### config.mk
export PLATFORM = sky130hd
export DESIGN_NAME = lane_queue_tracker_flat
export DESIGN_NICKNAME = d
export VERILOG_FILES = /design/src/rtl/lane_queue_tracker_if.sv /design/src/rtl/lane_queue_tracker.sv /design/src/flat_wrapper.sv
export SDC_FILE = /design/constraint.sdc
export NUM_CORES = 1
export LEC_CHECK = 0
export BUFFER_PORTS_ARGS = -buffer_cell sky130_fd_sc_hd__buf_4
export CORE_MARGIN = 2
export CORE_UTILIZATION = 42
export DETAILED_ROUTE_END_ITERATION = 6
export HOLD_SLACK_MARGIN = 0.12
export PLACE_DENSITY = 0.62
export SETUP_SLACK_MARGIN = 0.02
export SLEW_MARGIN = 20
export SYNTH_ARGS = -nofsm -noshare
export SYNTH_HDL_FRONTEND = slang
export SYNTH_SLANG_ARGS = --single-unit
### constraint.sdc
create_clock -name clk -period 6.35 [get_ports clk]
set_input_delay 0.9525 -clock clk [delete_from_list [all_inputs] [get_ports clk]]
set_output_delay 0.9525 -clock clk [all_outputs]
set_load 0.02 [all_outputs]
### src/rtl/lane_queue_tracker_if.sv
// Lane queue tracker bus: sensor/light inputs and per-lane count outputs.
// master drives sensors and lights; slave is the tracker itself.
interface lane_queue_tracker_if #(
    parameter int NUM_LANES = 8,
    parameter int COUNT_W   = 8,
    parameter int TOTAL_W   = 11
);
    logic [NUM_LANES-1:0]         carArrive;
    logic [NUM_LANES-1:0]         greenLights;
    logic [NUM_LANES*COUNT_W-1:0] lanes;
    logic [NUM_LANES-1:0]         laneBusy;
    logic [NUM_LANES-1:0]         departPulse;
    logic [NUM_LANES-1:0]         overflow;
    logic [TOTAL_W-1:0]           totalCars;

    modport master (
        output carArrive, greenLights,
        input  lanes, laneBusy, departPulse,
        input  overflow, totalCars
    );

    modport slave (
        input  carArrive, greenLights,
        output lanes, laneBusy, departPulse,
        output overflow, totalCars
    );
endinterface

### src/rtl/lane_queue_tracker.sv
// Per-lane car counters with green-light discharge scheduling.
// Each lane runs an independent RED/STARTUP/FLOW departure FSM.
module lane_queue_tracker #(
    parameter int NUM_LANES       = 8,
    parameter int COUNT_W         = 8,
    parameter int START_DELAY     = 3,
    parameter int DEPART_INTERVAL = 2,
    parameter int TOTAL_W         = 11
) (
    input  logic                clk,
    input  logic                rst,
    lane_queue_tracker_if.slave bus
);
    localparam int MAXT =
        (START_DELAY > DEPART_INTERVAL) ? START_DELAY : DEPART_INTERVAL;
    localparam int TMR_W = (MAXT > 1) ? $clog2(MAXT) : 1;
    localparam logic [TMR_W-1:0] START_LD = TMR_W'(START_DELAY - 1);
    localparam logic [TMR_W-1:0] DEP_LD   = TMR_W'(DEPART_INTERVAL - 1);
    localparam logic [COUNT_W-1:0] CNT_MAX = '1;

    typedef enum logic [1:0] {RED, STARTUP, FLOW} st_e;

    st_e                  state_q [NUM_LANES];
    st_e                  state_d [NUM_LANES];
    logic [TMR_W-1:0]     timer_q [NUM_LANES];
    logic [TMR_W-1:0]     timer_d [NUM_LANES];
    logic [COUNT_W-1:0]   count_q [NUM_LANES];
    logic [COUNT_W-1:0]   count_d [NUM_LANES];
    logic [NUM_LANES-1:0] attempt;
    logic [NUM_LANES-1:0] depart_d, depart_q;
    logic [NUM_LANES-1:0] ovf_d, ovf_q;
    logic [TOTAL_W-1:0]   total_d, total_q;

    always_ff @(posedge clk or negedge rst) begin
        if (!rst) begin
            for (int i = 0; i < NUM_LANES; i++) begin
                state_q[i] <= RED;
                timer_q[i] <= '0;
                count_q[i] <= '0;
            end
            depart_q <= '0;
            ovf_q    <= '0;
            total_q  <= '0;
        end else begin
            for (int i = 0; i < NUM_LANES; i++) begin
                state_q[i] <= state_d[i];
                timer_q[i] <= timer_d[i];
                count_q[i] <= count_d[i];
            end
            depart_q <= depart_d;
            ovf_q    <= ovf_d;
            total_q  <= total_d;
        end
    end

    always_comb begin
        for (int i = 0; i < NUM_LANES; i++) begin
            state_d[i] = state_q[i];
            timer_d[i] = timer_q[i];
            unique case (state_q[i])
                RED: begin
                    if (bus.greenLights[i]) begin
                        state_d[i] = STARTUP;
                        timer_d[i] = START_LD;
                    end
                end
                STARTUP: begin
                    if (!bus.greenLights[i]) begin
                        state_d[i] = RED;
                        timer_d[i] = '0;
                    end else if (timer_q[i] == '0) begin
                        state_d[i] = FLOW;
                        timer_d[i] = DEP_LD;
                    end else begin
                        timer_d[i] = timer_q[i] - 1'b1;
                    end
                end
                FLOW: begin
                    if (!bus.greenLights[i]) begin
                        state_d[i] = RED;
                        timer_d[i] = '0;
                    end else if (timer_q[i] == '0) begin
                        timer_d[i] = DEP_LD;
                    end else begin
                        timer_d[i] = timer_q[i] - 1'b1;
                    end
                end
                default: begin
                    state_d[i] = RED;
                    timer_d[i] = '0;
                end
            endcase
        end
    end

    // Slots fire on schedule even when empty; only a real car pulses.
    always_comb begin
        attempt  = '0;
        depart_d = '0;
        for (int i = 0; i < NUM_LANES; i++) begin
            attempt[i] = bus.greenLights[i]
                       && (timer_q[i] == '0)
                       && (state_q[i] != RED);
            depart_d[i] = attempt[i] && (count_q[i] != '0);
        end
    end

    always_comb begin
        ovf_d   = ovf_q;
        total_d = '0;
        for (int i = 0; i < NUM_LANES; i++) begin
            count_d[i] = count_q[i];
            if (bus.carArrive[i] && !depart_d[i]) begin
                if (count_q[i] == CNT_MAX) begin
                    ovf_d[i] = 1'b1;
                end else begin
                    count_d[i] = count_q[i] + 1'b1;
                end
            end else if (!bus.carArrive[i] && depart_d[i]) begin
                count_d[i] = count_q[i] - 1'b1;
            end
            total_d = total_d + TOTAL_W'(count_d[i]);
        end
    end

    for (genvar g = 0; g < NUM_LANES; g++) begin : g_out
        assign bus.lanes[COUNT_W*g +: COUNT_W] = count_q[g];
        assign bus.laneBusy[g] = |count_q[g];
    end

    assign bus.departPulse = depart_q;
    assign bus.overflow    = ovf_q;
    assign bus.totalCars   = total_q;
endmodule

### src/flat_wrapper.sv
// flat-port wrapper written by rule: the top's interface ports become plain ports
module lane_queue_tracker_flat 
#(
    parameter int NUM_LANES       = 8,
    parameter int COUNT_W         = 8,
    parameter int START_DELAY     = 3,
    parameter int DEPART_INTERVAL = 2,
    parameter int TOTAL_W         = 11
)
  (clk, rst, bus_carArrive, bus_greenLights, bus_lanes, bus_laneBusy, bus_departPulse, bus_overflow, bus_totalCars);
  lane_queue_tracker_if #(.NUM_LANES(NUM_LANES), .COUNT_W(COUNT_W), .TOTAL_W(TOTAL_W)) bus_i ();
  input  logic clk;
  input  logic rst;
  input wire logic [$bits(bus_i.carArrive)-1:0] bus_carArrive;
  input wire logic [$bits(bus_i.greenLights)-1:0] bus_greenLights;
  output wire logic [$bits(bus_i.lanes)-1:0] bus_lanes;
  output wire logic [$bits(bus_i.laneBusy)-1:0] bus_laneBusy;
  output wire logic [$bits(bus_i.departPulse)-1:0] bus_departPulse;
  output wire logic [$bits(bus_i.overflow)-1:0] bus_overflow;
  output wire logic [$bits(bus_i.totalCars)-1:0] bus_totalCars;
  assign bus_i.carArrive = bus_carArrive;
  assign bus_i.greenLights = bus_greenLights;
  assign bus_lanes = bus_i.lanes;
  assign bus_laneBusy = bus_i.laneBusy;
  assign bus_departPulse = bus_i.departPulse;
  assign bus_overflow = bus_i.overflow;
  assign bus_totalCars = bus_i.totalCars;
  lane_queue_tracker #(.NUM_LANES(NUM_LANES), .COUNT_W(COUNT_W), .START_DELAY(START_DELAY), .DEPART_INTERVAL(DEPART_INTERVAL), .TOTAL_W(TOTAL_W)) u_core (.clk(clk), .rst(rst), .bus(bus_i));
endmodule
# Word level (Yosys, flattened, before mapping)
# Cells that the tools add are included.
# classes
add_sub_neg	31
reduce_logical	120
mux	96
eq_ne	48
# ops
operator	count
$mux W8	24
$mux W2	56
$add A11 B8 Y11	6
$add A8 B1 Y8 const B	8
$eq A8 B8 Y1 const B	8
$reduce_bool A8 Y1	8
$reduce_or A8 Y1	8
$sub A8 B1 Y8 const B	8
$pmux W2 S3	8
$logic_and A1 B1 Y1	40
$logic_not A2 Y1	16
$ne A2 B2 Y1 const B	16
$pmux W2 S2	8
$ne A3 B2 Y1 const B	8
$reduce_and A3 Y1	8
$eq A2 B1 Y1 const B	8
$eq A2 B2 Y1 const B	8
$logic_not A1 Y1	16
$reduce_and A2 Y1	8
$reduce_bool A2 Y1	8
$reduce_or A2 Y1	8
$sub A2 B1 Y2 const B	8
$add A8 B8 Y9	1
# totals
elab_cells	329
register_bits	123
in_bits	18
output_inout_bits	99

# Logic depth before layout (Yosys ltp)
# depth
depth_word	14
mapped_depth	30

# Worst setup path after synthesis
# OpenSTA, ideal clock, no wires.
# synth_timing
path_kind	in2reg
startpoint	input port bus_greenLights[1]
endpoint	register u_core.total_q[10] (netlist: u_core.bus.totalCars[10])
t_arrival_ns	6.932
path_buffers	0
path_slack_ns	-0.706
stages	26
setup_time_ns	0.124
cell_sequence	or4b_2 o31a_1 o21ai_1 nand2_1 xnor2_1 ha_1 inv_1 fa_1 nor2b_1 o21ai_0 a21boi_0 o31a_1 a21oi_1 fa_1 inv_1 fa_1 inv_1 fa_1 inv_1 fa_1 inv_1 ha_1 a21o_1 a21o_1 a221o_1 a211o_1
# synth_rtl
element	line_no	rtl
start, declared	flat_wrapper.sv:15	input wire logic [$bits(bus_i.greenLights)-1:0] bus_greenLights;
end signal, assigned	lane_queue_tracker.sv:52	total_q <= total_d;
end, declared	lane_queue_tracker.sv:32	logic [TOTAL_W-1:0] total_d, total_q;

==> results by group <==
STA
  – FMAX: between 150 and 200 MHz
  – Fin crit share: 1.00
  – Setup_tns: 0 ps
  – Fin. max-slew vios: 0
  – Minimum clock period: about 6300 ps
  – Slew HR: 0.443
  – Clk_skew: 11.2 ps
  – Final Hold Vio Count: 0
  – Final Setup Violations: 0
  – Final WS setup: between 0.7 and 0.8 ps
  – Slew at the pin with the worst max-slew slack: 836 ps
  – RSZ-0062 raised after global routing: yes

CTS
  – Clk_lat worst skew: around 420 ps
  – CTS max path bufs: 2
  – Clock transition at path regs: around 60 ps
  – Clock sink total: approximately 120
  – CTS buffer count: 17
  – CTS H-tree depth: 4
  – CTS Hold Buffers Added: 0
  – Clock Tree Root: clkbuf_16
  – CTS tree: done

Detailed routing
  – First-pass detailed-route iteration total: 5
  – Routed vias: between 8000 and 9000
  – Wire length per cell: approximately 15 um
  – ANT nets after route: 0
  – DR DRC count: 0
  – Initial DRC Count: 413
  – Vias per std cell: between 5 and 6
  – DRT Wirelength: between 20000 and 25000 um

Worst setup path
  – Slowest stage delay, CP: 530 ps
  – CP max FO: 4
  – CP dominant cell by count: fa_1
  – Critical Path Start Type: flip-flop
  – Reg2reg path depth: 26
  – Crit end category: flip-flop
  – Slowest cell on the critical path: fa_1
  – Worst path required time: approximately 6700 ps
  – WP data arrival: 6650 ps
  – CP Depth: 26
  – CP top delay family: adder cells
  – Buf/Inv on CP: 6
  – CP Class: reg -> reg

Final layout
  – Final Non-Filler Cells: about 1500
  – Design area: ~12000 sq um
  – Synth-to-layout area growth: 31.2%
  – Most frequent cells in the layout: buf_4 (223), dfrtp_1 (123), inv_1 (106), nand2_1 (80), ha_1 (60)
  – Commonest non-fill, non-tap cell in the layout: buf_4
  – Ant. Diodes: 0
  – Final #Nets: ~1400
  – Layout cell share with drive strength beyond 1: 0.296

Synth
  – Mapped Nets: between 1000 and 1500
  – Synth top area cells: dfrtp_1 (33%), ha_1 (9.5%), fa_1 (8.4%)
  – Post-synth top area share: 0.330
  – Dominant cell type by area after synthesis: dfrtp_1
  – Gate Count Post-Synth: about 1000
  – Post-Syn Area: about 9300 sq um
  – Syn Area/Cell: 9.22 sq um
  – Main synth FF type: dfrtp_1
  – Post-synth EDFFs: 0
  – Register area share after synthesis: 0.330
  – FF+latch count, synth: roughly 120
  – Ys Warns: 0
  – Async S/R FF share, synth: 1.00
  – Unique masters post-synth: 80

Die
  – Die W: roughly 150 um
  – Chip height: approximately 150 um
  – Initial Utilization: 0.427
  – FP Rows: 54
  – Ports: 117
  – Core ar.: approximately 22000 sq um
  – Die footprint: ~23000 sq um

Outcome
  – Status: complete, no violations

GRT
  – Number of global-route vias before repair: 7902
  – Largest net degree at the start of global routing: 66
  – GRT Total Usage: 0.198
  – Total grt overflow: 0
  – First-pass GRT wire length: around 38000 um
  – Initial antenna violation count: 0

Place
  – Placed Instance Area: 11200 sq um
  – Dpl hpwl: around 18000 um
  – Pre-CTS WS: -582 ps
  – GPL Wtd Cong: 0.869
  – # port buffers: ~120
  – DP Cell Count: around 1500

Flow run
  – Max Cap Viol: 0

Hold path
  – Hold depth: 1
  – Hold Crit Class: reg -> reg
-- through the flow --
| stage | hold WS, ps | util |
|---|---|---|
| after floorplan | 489 | - |
| after global placement | 448 | 0.514 |
| after detailed placement | 453 | 0.514 |
| after CTS | 466 | 0.549 |
| after global routing | 489 | 0.560 |
| final | 458 | 0.560 |
-- path summary, 6_finish.rpt --
check	startpoint	end	slack [ps]
max	u_core.state_q[15]$_DFFE_PN0P_	u_core.bus.totalCars[10]$_DFF_PN0_	0.7
min	u_core.bus.overflow[5]$_DFFE_PN0P_	u_core.bus.overflow[5]$_DFFE_PN0P_	460
max reg2reg	u_core.state_q[15]$_DFFE_PN0P_	u_core.bus.totalCars[10]$_DFF_PN0_	0.7
min reg2reg	u_core.bus.overflow[5]$_DFFE_PN0P_	u_core.bus.overflow[5]$_DFFE_PN0P_	460
max in group asynchronous	rst	u_core.timer_q[8]$_DFFE_PN0P_	4380
min in group asynchronous	rst	u_core.state_q[4]$_DFFE_PN0P_	580
-- per-layer routing --
metal | track usage | routed length [um] | part of all wire | vias up
li1 | - | - | - | 4023
met1 | 0.267 | 10700 | 0.46 | 3966
met2 | 0.328 | 11300 | 0.49 | 163
met3 | 0.0405 | 1020 | 0.044 | 22
met4 | 0.0494 | 251 | 0.011 | 0
met5 | 0 | 0 | 0 | -
-- what timing repair did --
| item | 4_1_cts | 5_1_grt |
|---|---|---|
| resized for setup | 26 | 53 |
| pin swaps | 34 | 42 |
| setup buffers | 11 | 6 |
| setup endpoints to repair | 4 | 6 |
-- synthesized netlist by cell type, types with 5 or more instances --
cell type,instances
a211oi_1,12
a21o_1,11
a21oi_1,38
a22o_1,13
a31o_2,10
a31oi_1,10
and3_1,14
clkbuf_1,17
dfrtp_1,123
fa_1,39
ha_1,71
inv_1,123
mux2_2,5
mux2i_1,10
nand2_1,81
nand2b_1,10
nand3_1,34
nand4_1,17
nor2_1,68
nor2b_1,14
nor3_1,29
nor3b_1,8
nor4_1,13
o21a_1,9
o21ai_0,48
o22ai_1,15
or2_2,5
or3_1,11
xnor2_1,34
xor2_1,16
-- cell families after synthesis --
kind of cell,share of synthesized area
simple gates,0.193
compound gates,0.173
buf+inv,0.0613
flops,0.330
fa+ha+maj,0.179
xor+xnor,0.0470
mux,0.0168
-- flip-flops by register name, summed over array words and instances (netlist names) --
register / count
u_core.bus.overflow: 8
u_core.state_q: 16
u_core.bus.departPulse: 8
u_core.timer_q: 16
u_core.bus.lanes: 64
u_core.bus.totalCars: 11
-- worst register-to-register path, cell delays in order (launching register included) --
cell     delay (ps)
dfrtp_1         350
inv_2            60
ha_4            160
or4b_4          520
buf_6           140
or4_4           430
nor3b_2         230
a21oi_2          70
xnor2_2         180
ha_2            330
o21ai_2         170
nor2_2           60
o22ai_2         150
xnor2_1         100
fa_1            480
inv_1            50
fa_1            520
inv_1            50
fa_1            530
inv_1            50
fa_1            490
inv_2            50
ha_4            220
a21o_1          170
a21o_1          160
a221o_1         290
a211o_1         220
-- area by class of cell --
| type | instances | area (sq um) |
|---|---|---|
| fillers | 1964 | 9600 |
| clock inverters | 7 | 90.1 |
| well taps | 280 | 350 |
| flip-flops and latches | 123 | 3080 |
| inverters | 124 | 465 |
| clock buffers | 23 | 488 |
| multi-input cells | 741 | 6030 |
| repair buffers | 227 | 1720 |
Power is not shown: default switching activity piles up to over one toggle a cycle in this logic, so the estimate is an artifact.
